[src/rtl/core_pkg.sv]
// Shared core constants: datapath widths and ALU function encodings.
// Imported by the pipeline stages and their helpers.
package core_pkg;

  localparam int DATA_W = 32;
  localparam int REG_AW = 5;
  localparam int FUNC_W = 4;

  typedef enum logic [3:0] {
    ALU_ADD = 4'b0000,
    ALU_SUB = 4'b0001,
    ALU_MUL = 4'b0010,
    ALU_DIV = 4'b0011,
    ALU_AND = 4'b0100,
    ALU_OR  = 4'b0101
  } alu_func_e;

endpackage

[src/rtl/fwd_mux.sv]
// Priority operand forwarding for one source register.
// EX/MEM beats MEM/WB; loads in EX/MEM cannot forward yet.
module fwd_mux
  import core_pkg::*;
#(
  parameter int DATA_W = core_pkg::DATA_W,
  parameter int REG_AW = core_pkg::REG_AW
) (
  input  logic [REG_AW-1:0] idx,
  input  logic [DATA_W-1:0] rf_val,
  input  logic              exm_reg_write,
  input  logic              exm_mem_read,
  input  logic [REG_AW-1:0] exm_rd,
  input  logic [DATA_W-1:0] exm_value,
  input  logic              mwb_reg_write,
  input  logic [REG_AW-1:0] mwb_rd,
  input  logic [DATA_W-1:0] mwb_value,
  output logic [DATA_W-1:0] val
);

  always_comb begin
    val = rf_val;
    if (idx == '0) begin
      val = '0;
    end else if (exm_reg_write && !exm_mem_read && exm_rd == idx) begin
      val = exm_value;
    end else if (mwb_reg_write && mwb_rd == idx) begin
      val = mwb_value;
    end
  end

endmodule

[src/rtl/ex_operand_stage.sv]
// ID/EX register with forwarding, load-use bubbles, stall and flush.
// Drives ALU operands and passes control on to EX/MEM.
module ex_operand_stage
  import core_pkg::*;
#(
  parameter int DATA_W = core_pkg::DATA_W,
  parameter int REG_AW = core_pkg::REG_AW,
  parameter int FUNC_W = core_pkg::FUNC_W,
  parameter int CNT_W  = 16
) (
  input  logic              clk,
  input  logic              rst,
  input  logic              id_valid,
  output logic              id_ready,
  input  logic [DATA_W-1:0] id_rs_val,
  input  logic [DATA_W-1:0] id_rt_val,
  input  logic [DATA_W-1:0] id_imm,
  input  logic              id_use_imm,
  input  logic [REG_AW-1:0] id_rs,
  input  logic [REG_AW-1:0] id_rt,
  input  logic [REG_AW-1:0] id_rd,
  input  logic [FUNC_W-1:0] id_func,
  input  logic              id_reg_write,
  input  logic              id_mem_read,
  input  logic              id_mem_write,
  input  logic              exm_reg_write,
  input  logic              exm_mem_read,
  input  logic [REG_AW-1:0] exm_rd,
  input  logic [DATA_W-1:0] exm_value,
  input  logic              mwb_reg_write,
  input  logic [REG_AW-1:0] mwb_rd,
  input  logic [DATA_W-1:0] mwb_value,
  input  logic              mem_stall,
  input  logic              flush,
  output logic [DATA_W-1:0] alu_inA,
  output logic [DATA_W-1:0] alu_inB,
  output logic [FUNC_W-1:0] alu_func,
  output logic              ex_valid,
  output logic              ex_reg_write,
  output logic              ex_mem_read,
  output logic              ex_mem_write,
  output logic [REG_AW-1:0] ex_rd,
  output logic [DATA_W-1:0] ex_store_data,
  output logic [CNT_W-1:0]  bubble_count
);

  typedef struct packed {
    logic              valid;
    logic              reg_write;
    logic              mem_read;
    logic              mem_write;
    logic              use_imm;
    logic [REG_AW-1:0] rd;
    logic [REG_AW-1:0] rs;
    logic [REG_AW-1:0] rt;
    logic [FUNC_W-1:0] func;
    logic [DATA_W-1:0] rs_val;
    logic [DATA_W-1:0] rt_val;
    logic [DATA_W-1:0] imm;
  } ex_t;

  ex_t              ex_q, ex_d;
  logic [CNT_W-1:0] cnt_q, cnt_d;
  logic             hz;
  logic [DATA_W-1:0] fwd_a, fwd_b;

  // Load in EX feeding a source that decode actually reads.
  always_comb begin
    hz = id_valid & ex_q.valid & ex_q.mem_read
       & (ex_q.rd != '0)
       & ((ex_q.rd == id_rs)
         | ((ex_q.rd == id_rt)
           & (!id_use_imm | id_mem_write)));
    id_ready = !mem_stall & !hz;
  end

  always_comb begin
    ex_d  = '0;
    cnt_d = cnt_q;
    if (flush) begin
      ex_d = '0;
    end else if (mem_stall) begin
      ex_d = ex_q;
    end else if (hz) begin
      ex_d = '0;
      if (cnt_q != '1) cnt_d = cnt_q + CNT_W'(1);
    end else if (id_valid) begin
      ex_d.valid     = 1'b1;
      ex_d.reg_write = id_reg_write;
      ex_d.mem_read  = id_mem_read;
      ex_d.mem_write = id_mem_write;
      ex_d.use_imm   = id_use_imm;
      ex_d.rd        = id_rd;
      ex_d.rs        = id_rs;
      ex_d.rt        = id_rt;
      ex_d.func      = id_func;
      ex_d.rs_val    = id_rs_val;
      ex_d.rt_val    = id_rt_val;
      ex_d.imm       = id_imm;
    end
  end

  always_ff @(posedge clk or posedge rst) begin
    if (rst) begin
      ex_q  <= '0;
      cnt_q <= '0;
    end else begin
      ex_q  <= ex_d;
      cnt_q <= cnt_d;
    end
  end

  fwd_mux #(.DATA_W(DATA_W), .REG_AW(REG_AW)) u_fwd_rs (
    .idx           (ex_q.rs),
    .rf_val        (ex_q.rs_val),
    .exm_reg_write (exm_reg_write),
    .exm_mem_read  (exm_mem_read),
    .exm_rd        (exm_rd),
    .exm_value     (exm_value),
    .mwb_reg_write (mwb_reg_write),
    .mwb_rd        (mwb_rd),
    .mwb_value     (mwb_value),
    .val           (fwd_a)
  );

  fwd_mux #(.DATA_W(DATA_W), .REG_AW(REG_AW)) u_fwd_rt (
    .idx           (ex_q.rt),
    .rf_val        (ex_q.rt_val),
    .exm_reg_write (exm_reg_write),
    .exm_mem_read  (exm_mem_read),
    .exm_rd        (exm_rd),
    .exm_value     (exm_value),
    .mwb_reg_write (mwb_reg_write),
    .mwb_rd        (mwb_rd),
    .mwb_value     (mwb_value),
    .val           (fwd_b)
  );

  assign alu_inA       = fwd_a;
  assign alu_inB       = ex_q.use_imm ? ex_q.imm : fwd_b;
  assign ex_store_data = fwd_b;
  assign alu_func      = ex_q.func;
  assign ex_valid      = ex_q.valid;
  assign ex_reg_write  = ex_q.reg_write;
  assign ex_mem_read   = ex_q.mem_read;
  assign ex_mem_write  = ex_q.mem_write;
  assign ex_rd         = ex_q.rd;
  assign bubble_count  = cnt_q;

endmodule

[config.mk]
export PLATFORM = sky130hd
export DESIGN_NAME = ex_operand_stage
export DESIGN_NICKNAME = d
export VERILOG_FILES = /design/src/rtl/core_pkg.sv /design/src/rtl/fwd_mux.sv /design/src/rtl/ex_operand_stage.sv
export SDC_FILE = /design/constraint.sdc
export NUM_CORES = 1
export LEC_CHECK = 0
export CAP_MARGIN = 5
export CORE_MARGIN = 2
export CORE_UTILIZATION = 46
export DETAILED_ROUTE_END_ITERATION = 8
export GPL_ROUTABILITY_DRIVEN = 0
export PLACE_DENSITY_LB_ADDON = 0.1
export SLEW_MARGIN = 20
export SYNTH_ARGS = -nofsm -noshare
export SYNTH_HDL_FRONTEND = slang
export SYNTH_SLANG_ARGS = --single-unit
[constraint.sdc]
create_clock -name clk -period 10.6 [get_ports clk]
set_clock_uncertainty 0.15 [all_clocks]
set_input_delay 1.59 -clock clk [delete_from_list [all_inputs] [get_ports clk]]
set_output_delay 1.59 -clock clk [all_outputs]
set_load 0.005 [all_outputs]
==> results of run 1 <==
## report_power, final
group,internal [mW],switching [mW]
logic,0.124,0.0881
registers,0.536,0.0154
clock network,0.326,0.246
total,0.986,0.349
## cell families after synthesis
logic type	synth area share
xor gates and xnor gates	0.05418
muxes	0.1391
DFF	0.4678
buffers and inverters	0.05005
and+or+nand+nor	0.07258
adders and majority gates	0.001720
AOI/OAI and AO/OA	0.2145
## sequential cells by signal, summed over array words and instances, names as in the netlist
name / flops
ex_reg_write: 1
alu_func: 4
bubble_count: 16
ex_q: 107
ex_valid: 1
ex_rd: 5
ex_mem_read: 1
ex_mem_write: 1
## synth_stat cells, types with 2 or more instances
| library cell | count |
|---|---|
| mux2i_1 | 64 |
| buf_6 | 4 |
| nand4_1 | 2 |
| nand2_1 | 4 |
| xor2_1 | 38 |
| or4_1 | 3 |
| nor2b_1 | 3 |
| clkbuf_1 | 34 |
| mux2_2 | 33 |
| nand3_1 | 9 |
| o2111ai_1 | 2 |
| nor4_1 | 8 |
| buf_4 | 10 |
| a211oi_1 | 64 |
| inv_1 | 6 |
| and3_1 | 4 |
| nor3_1 | 7 |
| a22o_1 | 119 |
| dfrtp_1 | 136 |
| buf_2 | 18 |
| nor2_1 | 75 |
| xnor2_1 | 7 |
## worst max-delay path, delay by kind of cell
kind                   cells  cell delay [ns]
XOR/XNOR                   1             0.18
AND/OR/NAND/NOR            2             0.98
multiplexers               2             0.47
AO/OA/AOI/OAI              1             0.53
buffers and inverters      2             0.95
## path summary, 6_finish.rpt
kind / from / endpoint / slack [ns]
hold reg to reg: bubble_count[7] / bubble_count[7] / 0.34
hold / removal: bubble_count[7] / bubble_count[7] / 0.34
max in group asynchronous: rst / ex_q[115] / 7.37
setup reg to reg: ex_rd[3] / ex_q[7] / 7.40
setup / recovery: mwb_rd[2] / alu_inB[31] / 4.13
min in group asynchronous: rst / bubble_count[8] / 1.48
## per-stage QoR
step	instances	instance area, um2	util	hold WS, ns
floorplan	658	7274	-	0.3104
global placement	1134	10550	0.6891	0.3265
detailed placement	1134	10550	0.6891	0.3263
CTS	1166	11130	0.7265	0.3440
global route	1168	11150	0.7282	0.3580
finish	1169	11150	0.7284	0.3444
## routing by layer
metal	vias up	GRT usage
met2	358	0.5233
met1	3351	0.3670
li1	3046	-
met3	74	0.09553
met5	-	0
met4	0	0.1467
## final cells by class
| cell class | count | area share |
|---|---|---|
| antenna | 2 | 0.0004487 |
| multi-input combinational | 449 | 0.3186 |
| timing repair buffer | 333 | 0.2984 |
| tap | 211 | 0.02367 |
| clock inverter | 15 | 0.01312 |
| clock buffer | 17 | 0.03814 |
| sequential | 136 | 0.3052 |
| inverter | 6 | 0.002468 |
==> flow_summary.ini, run 1 <==
[finish]
nets = 1145
mostFrequentLayoutCells = clkdlybuf4s50_1 (326), dfrtp_1 (135), a22o_1 (119), nor2_1 (73)
seq_area_um2 = 3405
num-fill-cells = 1079
layout_commonest_cell = clkdlybuf4s50_1
area_growth_pct = 53.34
drive_gt1_frac = 0.08577
multiInputGateArea_um2 = 3553

[critical_path]
required_ns = 8.86
crit_path_max_fanout = 32
cp.arrival_ns = 4.73
path_cells = clkdlybuf4s50_1 -> xor2_1 -> nor4_1 -> and3_4 -> mux2i_1 -> a211oi_1 -> mux2_2 -> clkdlybuf4s50_1
worst_path_most_repeated_cell = clkdlybuf4s50_1
path_class = input pin to output port
slowest_stage = and3_4
crit_path_end_kind = output port
worst_setup_path_start_kind = input pin
crit_path_max_incr_delay_ns = 0.69
rr_worst_depth = 7

[power_and_ir_drop]
leakage_nw = 4.597
ir_worst_vdd_v = 0.0001258
power_mw = 1.336
powerDensity_nw_per_um2 = 119.7

[cts]
root_buffer = clkbuf_16
cts_tree = built
cts_sinks = 136
cts_buffer_depth = 2
clkLatencyLatePin_ns = 0.42
cts_resized = 0
cts.htree.levels = 4
clkTransAtPathRegs_ns = 0.06
post_cts_buffers = 0
cts_hold_buffers = 0
cts_buffers = 17

[place]
hpwl_um = 17740
pre_cts_slack_ns = 3.917
portBuffers = 326

[sta]
period_share = 0.6101
slew_violations = 0
rsz0062_at_grt = no
worstMarginPinSlew_ns = 1.087
finalSetupTns_ns = 0
slew_headroom = 0.2738
hold_violations = 0
max_freq_ghz = 0.1546
timing.final.crit_period_ns = 6.467
finalSetupViolations = 0
setup_slack_ns = 4.133

[grt]
overflow = 0
grt_antenna_before_repair = 1
first_global_vias = 7160
grt_start_max_net_pins = 96
track_usage = 0.3117
grt_pass1_wl_um = 40170

[logic_synthesis]
yosysSeqAreaShare = 0.4678
syn_nets = 860
syn_inst = 658
synth_edf_count = 0
synth-seq-cells = 136
yosys.area.top_type_share = 0.4678
yosysWarnings = 0
synth_area_um2 = 7274
synth_top_cells_by_area = dfrtp_1 (47%), a22o_1 (14%), mux2i_1 (8.8%)
post-synth-top-area-cell = dfrtp_1
avgSynthCellArea_um2 = 11.06
ys_types = 30
ys.flop_type = dfrtp_1
async_reset_ff_frac = 1.000

[drt]
drc_errors = 0
drt-total-wl_um = 26300
dr_wl_met3_um = 2339
wirelength_met1_um = 9938
wire_per_inst_um = 22.50
dr_wl_met2_um = 12890
route.antenna.remaining_nets = 0
vias = 6829
dr.pass1.iters = 6
initialDrtViolationCount = 474
via_per_inst = 5.842
top_layer = met4

[worst_hold_path]
hold_path.class = flop to flop
hold_depth = 1

[job]
drv_cap = 0

[die]
num_rows = 45
die_h_um = 129.8
ios = 327
start_util = 0.4750
dieWidth_um = 129.8
core-area_um2 = 15310
die-area_um2 = 16840

[run_status]
status = finished clean
Note: power is estimated with default switching activity, not from simulation.
==> run 2: changes to the inputs <==
--- a/config.mk
+++ b/config.mk
@@ -7,7 +7,7 @@
 export LEC_CHECK = 0
 export CAP_MARGIN = 5
 export CORE_MARGIN = 2
-export CORE_UTILIZATION = 46
+export CORE_UTILIZATION = 42
 export DETAILED_ROUTE_END_ITERATION = 8
 export GPL_ROUTABILITY_DRIVEN = 0
 export PLACE_DENSITY_LB_ADDON = 0.1
==> constraint.sdc (replaced) <==
create_clock -name clk -period 6.57 [get_ports clk]
set_clock_uncertainty 0.15 [all_clocks]
set_input_delay 0.9855 -clock clk [delete_from_list [all_inputs] [get_ports clk]]
set_output_delay 0.9855 -clock clk [all_outputs]
set_load 0.005 [all_outputs]
==> run 2 against run 1 <==
Die area rose by 9.2%. Clock power grew 72%. Wire length down 1.4%. Register-to-register slack worse by 4.0 ns. Cell area grew 0.99%. Critical endpoint unchanged. Largest power group unchanged.
==> flow_summary.ini, run 2 (synthesis gave the netlist of run 1 again) <==
[power_and_ir_drop]
leakage_nw = 4.656
ir_worst_vdd_v = 0.0001742
intPower_mw = 1.676
seq_power_share = 0.402
clock_power_share = 0.443
p_comb_frac = 0.154
powerDensity_nw_per_um2 = 196.6
switchingPower_mw = 0.5381
switching_share = 0.2430
power_mw = 2.214

[cts]
post_cts_buffers = 0
cts_tree = built
clkLatencyLatePin_ns = 0.42
cts_buffers = 17
cts_buffer_depth = 2
cts_resized = 0
root_buffer = clkbuf_16
cts_sinks = 136
cts_hold_buffers = 0
cts.htree.levels = 4
clkTransAtPathRegs_ns = 0.06

[finish]
mostFrequentLayoutCells = clkdlybuf4s50_1 (326), dfrtp_1 (135), a22o_1 (119), nor2_1 (73)
largest_reg_flops = 107
seq_area_um2 = 3405
area_growth_pct = 54.85
regMostFlops = ex_q
nets = 1151
drive_gt1_frac = 0.09148
multiInputGateArea_um2 = 3550
num-fill-cells = 1352
layout_commonest_cell = clkdlybuf4s50_1
fin_util = 0.6581

[die]
die_h_um = 135.6
start_util = 0.4250
dieWidth_um = 135.6
num_rows = 48
ios = 327
core-area_um2 = 17120
die-area_um2 = 18390

[grt]
track_usage = 0.2784
gr-usage-met3 = 0.08268
overflow = 0
grt_busiest_layer = met2
grt_pass1_wl_um = 39410
grt_start_max_net_pins = 76
first_global_vias = 7145
grt_antenna_before_repair = 1
met1_usage = 0.3290
use_met2 = 0.4697

[place]
portBuffers = 326
hpwl_um = 18030
pre_cts_slack_ns = 1.410

[critical_path]
worst_path_most_repeated_cell = clkdlybuf4s50_1
crit_path_end_kind = output port
path_cells = clkdlybuf4s50_1 -> xor2_1 -> nor4_1 -> and3_2 -> buf_4 -> mux2i_1 -> a211oi_1 -> mux2_2 -> clkdlybuf4s50_1
crit_path_max_incr_delay_ns = 0.49
cp.arrival_ns = 4.09
path_class = input pin to output port
slowest_stage = a211oi_1
required_ns = 5.43
crit_path_max_fanout = 16
worst_setup_path_start_kind = input pin

[sta]
period_share = 0.7957
rsz0062_at_grt = no
slew_violations = 0
timing.final.crit_period_ns = 5.228
max_freq_ghz = 0.1913
setup_slack_ns = 1.342
finalSetupViolations = 0
slew_headroom = 0.3097
hold_violations = 0
worstMarginPinSlew_ns = 1.033
finalSetupTns_ns = 0

[job]
drv_cap = 0

[drt]
via_per_inst = 5.686
drc_errors = 0
vias = 6761
drt-total-wl_um = 25940
wire_per_inst_um = 21.82
route.antenna.remaining_nets = 0
dr.pass1.iters = 5
initialDrtViolationCount = 318

[run_status]
status = finished clean

[worst_hold_path]
hold_path.class = flop to flop
## run 2: worst max-delay path, delay by kind of cell
| family | cells | cell delay [ns] |
|---|---|---|
| AND/OR/NAND/NOR | 2 | 0.71 |
| XOR/XNOR | 1 | 0.18 |
| multiplexers | 2 | 0.38 |
| AO/OA/AOI/OAI | 1 | 0.49 |
| buffers and inverters | 3 | 1.33 |
## run 2: per-layer routing
| layer | vias to the layer above | share of wire |
|---|---|---|
| li1 | 3048 | - |
| met1 | 3329 | 0.39 |
| met2 | 323 | 0.49 |
| met3 | 61 | 0.082 |
| met4 | 0 | 0.035 |
| met5 | - | 0 |
## run 2: area by class of cell
type / instances / share of cell area
antenna: 2 / 0.0004443
clock buffer: 22 / 0.04387
clock inverter: 10 / 0.01033
inverter: 6 / 0.002444
multi-input combinational: 449 / 0.3151
sequential: 136 / 0.3022
tap: 225 / 0.02499
timing repair buffer: 339 / 0.3006
## run 2: path summary, 6_finish.rpt
check                                      start                to  slack [ns]  depth (start not counted)
worst max-delay path                   mwb_rd[2]       alu_inB[31]        1.34                          9
worst min-delay path            bubble_count[14]  bubble_count[14]        0.35                          1
worst max register to register          ex_rd[3]          ex_q[43]        3.37                          6
worst min register to register  bubble_count[14]  bubble_count[14]        0.35                          1
max in group asynchronous                    rst         ex_q[115]        4.00                          3
min in group asynchronous                    rst       alu_func[0]        0.90                          2
## run 2: through the flow
stage / cells / instance area [um2] / hold WS, ns
2_1_floorplan: 658 / 7274 / 0.3104
6_report: 1189 / 11260 / 0.3458
3_3_place_gp: 1154 / 10630 / 0.3252
3_5_place_dp: 1154 / 10630 / 0.3271
4_1_cts: 1186 / 11240 / 0.3472
5_1_grt: 1188 / 11260 / 0.3609
## run 2: power by group through the flow
stage                     registers [mW]  logic, mW  clock network (mW)
after floorplan                    0.894      0.130                   0
after global placement             0.904      0.333                   0
after detailed placement           0.905      0.338                   0
after CTS                          0.890      0.342               0.996
after global routing               0.894      0.365                1.04
final                              0.891      0.342               0.982
